**config.mk**
```make
export PLATFORM = sky130hd
export DESIGN_NAME = sqrt_stage3
export DESIGN_NICKNAME = d
export VERILOG_FILES = /design/src/rtl/sqrt_stage3.sv
export SDC_FILE = /design/constraint.sdc
export NUM_CORES = 1
export LEC_CHECK = 0
export CORE_MARGIN = 3
export CORE_UTILIZATION = 50
export DETAILED_ROUTE_END_ITERATION = 7
export DONT_BUFFER_PORTS = 1
export GPL_ROUTABILITY_DRIVEN = 0
export PLACE_DENSITY_LB_ADDON = 0.12
export SLEW_MARGIN = 5
export SYNTH_ARGS = -nofsm -noshare
export SYNTH_HDL_FRONTEND = slang
export SYNTH_SLANG_ARGS = --single-unit
```
**constraint.sdc**
```tcl
create_clock -name clock -period 3.7 [get_ports clock]
set_input_delay 0.74 -clock clock [delete_from_list [all_inputs] [get_ports clock]]
set_output_delay 0.74 -clock clock [all_outputs]
set_load 0.02 [all_outputs]
```
**src/rtl/sqrt_stage3.sv**
```systemverilog
// rtl/sqrt_stage3.sv - square-root stage 3: two restoring trial-subtract root bits, one per clock
// Optional macro SQRT_S3_OVERLAP_EN: DONE may retire a result and capture new input on one edge.
module sqrt_stage3 #(
  parameter int ROOT_IN_W = 4,
  parameter int STEPS     = 2,
  parameter int REM_W     = 10,
  parameter int RADL_W    = 8,
  localparam int ROOT_OUT_W = ROOT_IN_W + STEPS,
  localparam int RADL_OUT_W = RADL_W - 2 * STEPS
) (
  input  logic                  clock,
  input  logic                  reset,
  input  logic                  in_valid,
  output logic                  in_ready,
  input  logic [ROOT_IN_W-1:0]  in_root,
  input  logic [REM_W-1:0]      in_rem,
  input  logic [RADL_W-1:0]     in_rad_low,
  output logic                  out_valid,
  input  logic                  out_ready,
  output logic [ROOT_OUT_W-1:0] out_root,
  output logic [REM_W-1:0]      out_rem,
  output logic [RADL_OUT_W-1:0] out_rad_low
);

  localparam int CMP_W = REM_W + 2;
  localparam int CNT_W = (STEPS > 1) ? $clog2(STEPS) : 1;
  localparam logic [CNT_W-1:0] LAST_STEP = CNT_W'(STEPS - 1);

  typedef enum logic [1:0] {IDLE, STEP, DONE} state_t;

  state_t                state_q;
  logic [ROOT_OUT_W-1:0] root_q, root_d;
  logic [REM_W-1:0]      rem_q, rem_d;
  logic [RADL_W-1:0]     rad_q, rad_d;
  logic [CNT_W-1:0]      cnt_q;
  logic                  out_valid_q;
  logic [ROOT_OUT_W-1:0] out_root_q;
  logic [REM_W-1:0]      out_rem_q;
  logic [RADL_OUT_W-1:0] out_rad_q;

  logic [CMP_W-1:0]      rem_ext, trial, diff, rem_sel;
  logic                  fits;
  logic                  unused_rem_hi;

  // One restoring iteration; the remainder never exceeds 2*root, so it fits back into REM_W.
  always_comb begin
    rem_ext = {rem_q, rad_q[RADL_W-1 -: 2]};
    trial   = CMP_W'({root_q, 2'b01});
    diff    = rem_ext - trial;
    fits    = (rem_ext >= trial);
    rem_sel = fits ? diff : rem_ext;
    rem_d   = rem_sel[REM_W-1:0];
    root_d  = {root_q[ROOT_OUT_W-2:0], fits};
    rad_d   = rad_q << 2;
  end

  assign unused_rem_hi = |rem_sel[CMP_W-1:REM_W];

  always_comb begin
    in_ready = 1'b0;
    case (state_q)
      IDLE:    in_ready = 1'b1;
`ifdef SQRT_S3_OVERLAP_EN
      DONE:    in_ready = out_ready;
`endif
      default: in_ready = 1'b0;
    endcase
  end

  always_ff @(posedge clock) begin
    if (reset) begin
      state_q     <= IDLE;
      root_q      <= '0;
      rem_q       <= '0;
      rad_q       <= '0;
      cnt_q       <= '0;
      out_valid_q <= 1'b0;
      out_root_q  <= '0;
      out_rem_q   <= '0;
      out_rad_q   <= '0;
    end else begin
      case (state_q)
        IDLE: begin
          if (in_valid) begin
            root_q  <= ROOT_OUT_W'(in_root);
            rem_q   <= in_rem;
            rad_q   <= in_rad_low;
            cnt_q   <= '0;
            state_q <= STEP;
          end
        end
        STEP: begin
          root_q <= root_d;
          rem_q  <= rem_d;
          rad_q  <= rad_d;
          cnt_q  <= cnt_q + 1'b1;
          if (cnt_q == LAST_STEP) begin
            out_root_q  <= root_d;
            out_rem_q   <= rem_d;
            out_rad_q   <= rad_d[RADL_W-1 -: RADL_OUT_W];
            out_valid_q <= 1'b1;
            state_q     <= DONE;
          end
        end
        DONE: begin
          if (out_ready) begin
            out_valid_q <= 1'b0;
            state_q     <= IDLE;
`ifdef SQRT_S3_OVERLAP_EN
            if (in_valid) begin
              root_q  <= ROOT_OUT_W'(in_root);
              rem_q   <= in_rem;
              rad_q   <= in_rad_low;
              cnt_q   <= '0;
              state_q <= STEP;
            end
`endif
          end
        end
        default: state_q <= IDLE;
      endcase
    end
  end

  assign out_valid   = out_valid_q;
  assign out_root    = out_root_q;
  assign out_rem     = out_rem_q;
  assign out_rad_low = out_rad_q;

endmodule

```
==> results of run 1 <==
-- sequential cells by signal (all words and copies together) (netlist names) --
| signal | flops |
|---|---|
| cnt_q | 1 |
| out_rad_low | 4 |
| out_rem | 10 |
| out_root | 6 |
| out_valid | 1 |
| rad_q | 8 |
| rem_q | 10 |
| root_q | 6 |
| state_q | 2 |
-- path summary, 6_finish.rpt --
check / startpoint / cells after the start / to / slack (ps)
worst max-delay path: root_q[0] / 8 / rem_q[9] / 1460
worst min-delay path: rem_q[8] / 2 / rem_q[8] / 450
worst max register to register: root_q[0] / 8 / rem_q[9] / 1460
worst min register to register: rem_q[8] / 2 / rem_q[8] / 450
-- area by class of cell --
type	count	area, um2
Clock buffer	5	68.8
Multi-Input combinational cell	229	1350
Tap cell	65	81.3
Timing Repair Buffer	4	30.0
Sequential cell	48	961
Fill cell	469	1980
Inverter	14	52.6
Clock inverter	3	46.3
-- power by group through the flow --
stage | Sequential (mW) | Clock [mW] | Combinational [mW]
finish | 0.603 | 0.389 | 0.391
global route | 0.610 | 0.412 | 0.438
CTS | 0.603 | 0.397 | 0.388
detailed placement | 0.615 | 0 | 0.386
global placement | 0.614 | 0 | 0.386
floorplan | 0.598 | 0 | 0.338
-- cell usage in the layout (no fill, tap or decap), types with 3 or more instances in the layout --
| cell type | n |
|---|---|
| nor3_1 | 6 |
| o22a_1 | 5 |
| a22oi_1 | 4 |
| o21ai_0 | 14 |
| a21oi_1 | 40 |
| nand2_1 | 26 |
| a211oi_1 | 19 |
| buf_4 | 4 |
| xor2_1 | 5 |
| ha_1 | 8 |
| clkbuf_8 | 5 |
| dfxtp_1 | 48 |
| nand2b_1 | 5 |
| inv_1 | 14 |
| o21a_1 | 3 |
| nor2b_1 | 10 |
| nor2_1 | 49 |
| nand3_1 | 3 |
-- worst max-delay path: cells and delay by family, from the launching register on --
family / cells / cell delay, ps
AO/OA/AOI/OAI: 5 / 1170
buffers and inverters: 1 / 90
flip-flops: 1 / 370
adder cells (fa/ha/maj): 1 / 370
XOR/XNOR: 1 / 160
-- kinds of logic after synthesis --
family,count (synthesis)
XOR/XNOR,7
multiplexers,3
adder cells (fa/ha/maj),8
flip-flops,48
buffers and inverters,36
AND/OR/NAND/NOR,111
AO/OA/AOI/OAI,100
-- stage by stage --
step | std cells | setup WS, ps
after CTS | 368 | 1460
final | 368 | 1460
after detailed placement | 360 | 1470
after floorplan | 313 | 1660
after global routing | 368 | 1270
after global placement | 360 | 1540
-- metal layers --
metal | wire length, um | up-vias | GRT usage [%]
met2 | 2560 | 70 | 31.6
met1 | 2860 | 934 | 29.9
met5 | 0 | - | 0
li1 | - | 1069 | -
met3 | 461 | 7 | 6.62
met4 | 57 | 0 | 4.35
==> flow_summary.toml, run 1 <==
[grt]
grt_util_all_layers_pct = 21.1
grt_max_degree = 51
grt_overflow = 0
antenna_found_initial = 0
first_global_vias = 2024
grt_pass1_wl_um = 10100

[setup_path]
crit_arrival_ps = 2450
crit_chain = "inv_1 -> ha_1 -> o211ai_1 -> o21ai_0 -> a31o_2 -> a221o_1 -> xor2_1 -> a221oi_1"
cp.required_ps = 3920
critical_path.max_fanout = 5
max_stage_delay_ps = 370
crit_type = "register to register"
endpoint_kind = "register"
cp_slowest_cell = "dfxtp_1"
start_kind = "register"

[clocking]
post_cts_buffers = 0
cts_sinks = 48
htreeDepth = 2
clkTransAtPathRegs_ps = 90
cts_made_buffers = 5
cts-resized-gates = 0
postCtsHoldBufs = 0
cts_tree = "done"
clockBufferDepth = 2
clock_latency_ps = 300
clockRootBuffer = "clkbuf_8"

[detailed_routing]
vias = 2080
routed_wl_um = 5930
drt_iter0_drc = 127
wire_per_inst_um = 16.1
vias_per_cell = 5.65
drtPass1Iterations = 4
route.detailed.drc = 0
antenna_left = 0

[power_and_ir_drop]
pwr-share-seq_pct = 43.6
ir_drop_uv = 280
p_switching_mw = 0.461
p_leak_nw = 0.959
total_power_mw = 1.38
power_density_nw_per_um2 = 535
comb_power_share_pct = 28.3
netSwitchingFraction_pct = 33.3
internal-power_mw = 0.922
clkPwrFrac_pct = 28.1

[logic_synthesis]
yosys.area.top_type = "dfxtp_1"
synth_compound_area_share_pct = 25.9
synthMuxAreaShare_pct = 1.27
synthArstFlopShare_pct = 0
synthTopCellsByArea = "dfxtp_1 39%, a21oi_1 8.1%, nor2_1 7.5%"
yosysUniqueCellTypes = 46
synth_top_family_by_area = "compound AO/OA/AOI/OAI gates"
ys_warn_count = 0
synth_nets = 347
synth_xor_area_share_pct = 2.49
yosys.area_share.simple_pct = 20.9
synth_ff_type = "dfxtp_1"
synth_adder_area_share_pct = 4.07
yosysSeqAreaShare_pct = 39.0
synth_top_cell_area_share_pct = 39.0
synth-seq-cells = 48
synth_common_cells = "49 x nor2_1, 48 x dfxtp_1, 40 x a21oi_1, 26 x nand2_1, 19 x a211oi_1"
synth_area_per_cell_um2 = 7.86
synth_edf_count = 0
synthCells = 313
yosysMostFrequentCell = "nor2_1"
syn-cell-area_um2 = 2460

[final_layout]
final_cell_area_um2 = 2590
area_delta_synth_final_pct = 5.08
fin_util_pct = 56.7
drive_above_1_share_pct = 6.93
final_nets = 336
n_antenna_cell = 0

[sta]
hold_viol_final = 0
fmax_ghz = 0.447
period_needed_ps = 2240
final_max_slew_viol_count = 0
slew_headroom_pct = 41.2
tns_ps = 0
rsz0062_at_grt = "false"
hold_ws_ps = 447
finalSetupViolCount = 0
tightestPinTransition_ps = 882
min_period_over_period_pct = 60.5
finalClockSkew_ps = 2.86

[status]
outcome = "completed"

[floorplan]
dieArea_um2 = 5800
die_width_um = 76.2
rows = 24
die-height_um = 76.2
core_area_um2 = 4560
ios = 48
initial_core_util_pct = 53.9

[run]
drv_cap = 0

[placed_design]
dp_hpwl_um = 4250
placed_area_um2 = 2470
portBuffers = 0

[worst_hold_path]
min_path_type = "register to register"
No activity file was read; power rests on OpenSTA's default activity.
==> run 2: changes to the inputs <==
==> constraint.sdc (replaced) <==
create_clock -name clock -period 1.85 [get_ports clock]
set_input_delay 0.37 -clock clock [delete_from_list [all_inputs] [get_ports clock]]
set_output_delay 0.37 -clock clock [all_outputs]
set_load 0.02 [all_outputs]
==> flow_summary.toml, run 2 (synthesis gave the netlist of run 1 again) <==
[status]
outcome = "finished with violations"
failed_checks = "setup timing"

[placed_design]
placed_area_um2 = 2820
dp_hpwl_um = 4620
portBuffers = 0

[sta]
slew_headroom_pct = 59.9
finalClockSkew_ps = 6.98
min_period_over_period_pct = 104
fmax_ghz = 0.521
setup_slack_ps = -69.5
hold_ws_ps = 121
rsz0062_at_grt = "true"
tightestPinTransition_ps = 600
finalSetupViolCount = 10
period_needed_ps = 1920
final_max_slew_viol_count = 0
hold_viol_final = 0

[final_layout]
final_cell_area_um2 = 3180
n_antenna_cell = 0
drive_above_1_share_pct = 30.9
final_nets = 373
area_delta_synth_final_pct = 29.2
layout_common_cells = "47 x nor2_1, 40 x dfxtp_1, 39 x buf_4"
final_common_cell = "nor2_1"

[power_and_ir_drop]
p_leak_nw = 1.21
ir_drop_uv = 540
power_density_nw_per_um2 = 1090

[clocking]
htreeDepth = 2
cts_sinks = 48
cts_tree = "done"
cts_made_buffers = 5
clock_latency_ps = 310
clockBufferDepth = 2
clkTransAtPathRegs_ps = 100
clockRootBuffer = "clkbuf_8"
postCtsHoldBufs = 0

[run]
drv_cap = 0

[grt]
first_global_vias = 2103
antenna_found_initial = 0
grt_max_degree = 51
grt_util_all_layers_pct = 22.3
grt_overflow = 0
grt_pass1_wl_um = 10400

[floorplan]
die_width_um = 76.2
rows = 24
initial_core_util_pct = 53.9
dieArea_um2 = 5800
core_area_um2 = 4560
ios = 48
die-height_um = 76.2

[setup_path]
cp.required_ps = 2070
endpoint_kind = "register"
critical_path.max_fanout = 4
crit_type = "register to register"
crit_arrival_ps = 2140
start_kind = "register"

[detailed_routing]
route.detailed.drc = 0
routed_wl_um = 6570
vias = 2255
vias_per_cell = 5.57
drtPass1Iterations = 4
drt_iter0_drc = 110
wire_per_inst_um = 16.2
antenna_left = 0

[worst_hold_path]
min_path_type = "input port to register"
==> run 2: worst paths after layout <==
path	startpoint	endpoint	slack (ps)	cells past startpoint
setup / recovery	root_q[0]	rem_q[9]	-70	8
setup reg to reg	root_q[0]	rem_q[9]	-70	8
hold / removal	reset	state_q[1]	120	1
hold reg to reg	rad_q[5]	out_rad_low[3]	460	2
==> run 2: timing repair <==
item	in CTS	in global routing
gates resized for setup	10	22
setup endpoints to repair	13	20
buffers inserted	4	5
pin swaps	9	9
==> run 2: area by class of cell <==
type                       count  area [um2]
fill                         394        1390
timing repair buffer          41         324
clock inverter                 3        68.8
inverter                      14        52.6
multi-input combinational    229        1610
clock buffer                   5        68.8
tap                           65        81.3
sequential                    48         971
==> run 2: where the power goes <==
part | switching, mW | internal, mW
Sequential | 0.0846 | 1.12
Combinational | 0.668 | 0.690
Clock | 0.377 | 0.544
==> run 2: stage by stage <==
step	worst slack [ps]	TNS [ps]	utilization [%]	instances	total power, mW
detailed placement	-63.5	-243	61.8	388	2.30
finish	-69.5	-324	69.7	405	3.48
global route	-193	-2230	69.7	405	3.67
CTS	-47.9	-82.3	66.3	400	3.30
global placement	-1.61	-1.61	61.8	388	2.28
floorplan	-0.609	-1.22	-	313	2.00
==> run 2: worst max-delay path, stage by stage (launching register included) <==
cell and delay (ps):
dfxtp_2 340, inv_2 50, ha_4 250, o211ai_1 190
o21ai_2 90, a31o_2 220, a221o_1 310, xor2_1 160
a221oi_1 230
==> run 2: per-layer routing <==
metal  share of wire (%)  wire (um)  global-route usage, %
met1                  46       3050                   31.2
met2                  46       3030                   33.4
met3                 6.2        407                   6.50
met4                 1.2         82                   6.16
met5                   0          0                      0
==> run 3: changes to the inputs <==
--- a/config.mk
+++ b/config.mk
@@ -6,7 +6,7 @@
 export NUM_CORES = 1
 export LEC_CHECK = 0
 export CORE_MARGIN = 3
-export CORE_UTILIZATION = 50
+export CORE_UTILIZATION = 55
 export DETAILED_ROUTE_END_ITERATION = 7
 export DONT_BUFFER_PORTS = 1
 export GPL_ROUTABILITY_DRIVEN = 0
==> flow_summary.toml, run 3 (synthesis gave the netlist of run 1 again) <==
[status]
outcome = "finished with violations"
failed_checks = "setup timing"

[detailed_routing]
vias = 2329
vias_per_cell = 5.99
drtPass1Iterations = 4
routed_wl_um = 6910
drt_iter0_drc = 210
route.detailed.drc = 0
antenna_left = 0
wire_per_inst_um = 17.8

[setup_path]
r2r-end = "out_rem[9]"
timing.rr.start = "root_q[0]"
crit_path_end = "out_rem[9]"
start_kind = "register"
ff2ff_path_depth = 8
crit_arrival_ps = 2230
crit_type = "register to register"
crit_start = "root_q[0]"
critical_path.max_fanout = 4
endpoint_kind = "register"
cp.required_ps = 2060
ff2ff_setup_slack_ps = -170

[sta]
finalSetupViolCount = 7
tightestPinTransition_ps = 581
setup_slack_ps = -170
slew_headroom_pct = 61.2
period_needed_ps = 2020
fmax_ghz = 0.495
final_max_slew_viol_count = 0
tns_ps = -589
hold_viol_final = 0
rsz0062_at_grt = "true"
min_period_over_period_pct = 109
finalClockSkew_ps = 10.8

[clocking]
cts_tree = "done"
clock_latency_ps = 310
cts_made_buffers = 5
clockRootBuffer = "clkbuf_8"
cts_sinks = 48
htreeDepth = 2
clkTransAtPathRegs_ps = 100
clockBufferDepth = 2
postCtsHoldBufs = 0

[final_layout]
stdcell_count = 389
n_antenna_cell = 0
final_common_cell = "nor2_1"
area_delta_synth_final_pct = 29.4
final_nets = 372
fin_util_pct = 76.8
layout_common_cells = "47 x nor2_1, 37 x dfxtp_1, 36 x buf_4"
drive_above_1_share_pct = 33.0
final_cell_area_um2 = 3180

[placed_design]
placed_area_um2 = 2810
portBuffers = 0
dp_hpwl_um = 4630
dp.cells = 374
post-place-ws_ps = -48.8

[floorplan]
initial_core_util_pct = 59.4
ios = 48
rows = 23
die-height_um = 72.9
core_area_um2 = 4140
dieArea_um2 = 5310
die_width_um = 72.9

[power_and_ir_drop]
power_density_nw_per_um2 = 1120
p_leak_nw = 1.21
ir_drop_uv = 573

[worst_hold_path]
min_path_type = "input port to register"

[grt]
grt_overflow = 0
grt_pass1_wl_um = 11000
grt_util_all_layers_pct = 26.9
first_global_vias = 2242
grt_max_degree = 51
antenna_found_initial = 0

[run]
drv_cap = 0
==> run 3: cell count changes in the layout (fill, tap and decap cells not counted), moves of 2 or more <==
cell,previous run,this run
a21oi_1,37,35
buf_4,39,36
dfxtp_1,40,37
inv_1,9,6
dfxtp_2,8,10
inv_2,5,8
buf_6,1,3
==> run 3: final cells by class <==
cell class | count | area, um2
flip-flops and latches | 48 | 977
repair buffers | 40 | 324
clock inverters | 3 | 68.8
well taps | 50 | 62.6
inverters | 14 | 52.6
fillers | 301 | 960
clock buffers | 5 | 68.8
multi-input cells | 229 | 1630
==> run 3: per-stage QoR <==
stage	power [mW]	hold WS, ps
after floorplan	2.00	418
after global placement	2.31	437
after detailed placement	2.33	443
after CTS	3.31	110
after global routing	3.74	104
final	3.57	113
==> run 3: where the power goes <==
part	leakage, nW	internal [mW]	total [mW]	switching [mW]
Combinational	0.742	0.724	1.43	0.705
Clock	0.0687	0.544	0.931	0.386
Sequential	0.397	1.12	1.21	0.0883
==> run 3: worst min path at each step <==
stage / start / end / slack [ps] / depth (start not counted)
final: reset / rad_q[6] / 110 / 1
after detailed placement: reset / rad_q[6] / 440 / 1
after global placement: rad_q[5] / out_rad_low[3] / 440 / 2
after floorplan: rem_q[8] / rem_q[8] / 420 / 2
after CTS: reset / rad_q[6] / 110 / 1
after global routing: reset / rem_q[5] / 100 / 1
==> run 3: worst max-delay path, cell delays in order, from the launching register on <==
cell and delay [ps]:
dfxtp_2 340, inv_2 50, ha_4 260, o211ai_1 200, o21ai_2 90, a31o_2 210, a221o_1 330, xor2_1 180
a211oi_1 250
==> run 3: routing by layer <==
layer  global-route usage (%)  vias to the layer above  wire length, um
li1                         -                     1135                -
met1                     35.4                     1101             2990
met2                     42.2                       78             3330
met3                     6.75                       15              421
met4                     10.7                        0              165
met5                        0                        -                0
==> run 3: timing repair <==
action,CTS,global route
setup endpoints to repair,13,20
gates resized for setup,12,32
pin swaps,10,9
hold endpoints to repair,0,0
setup buffers,5,3
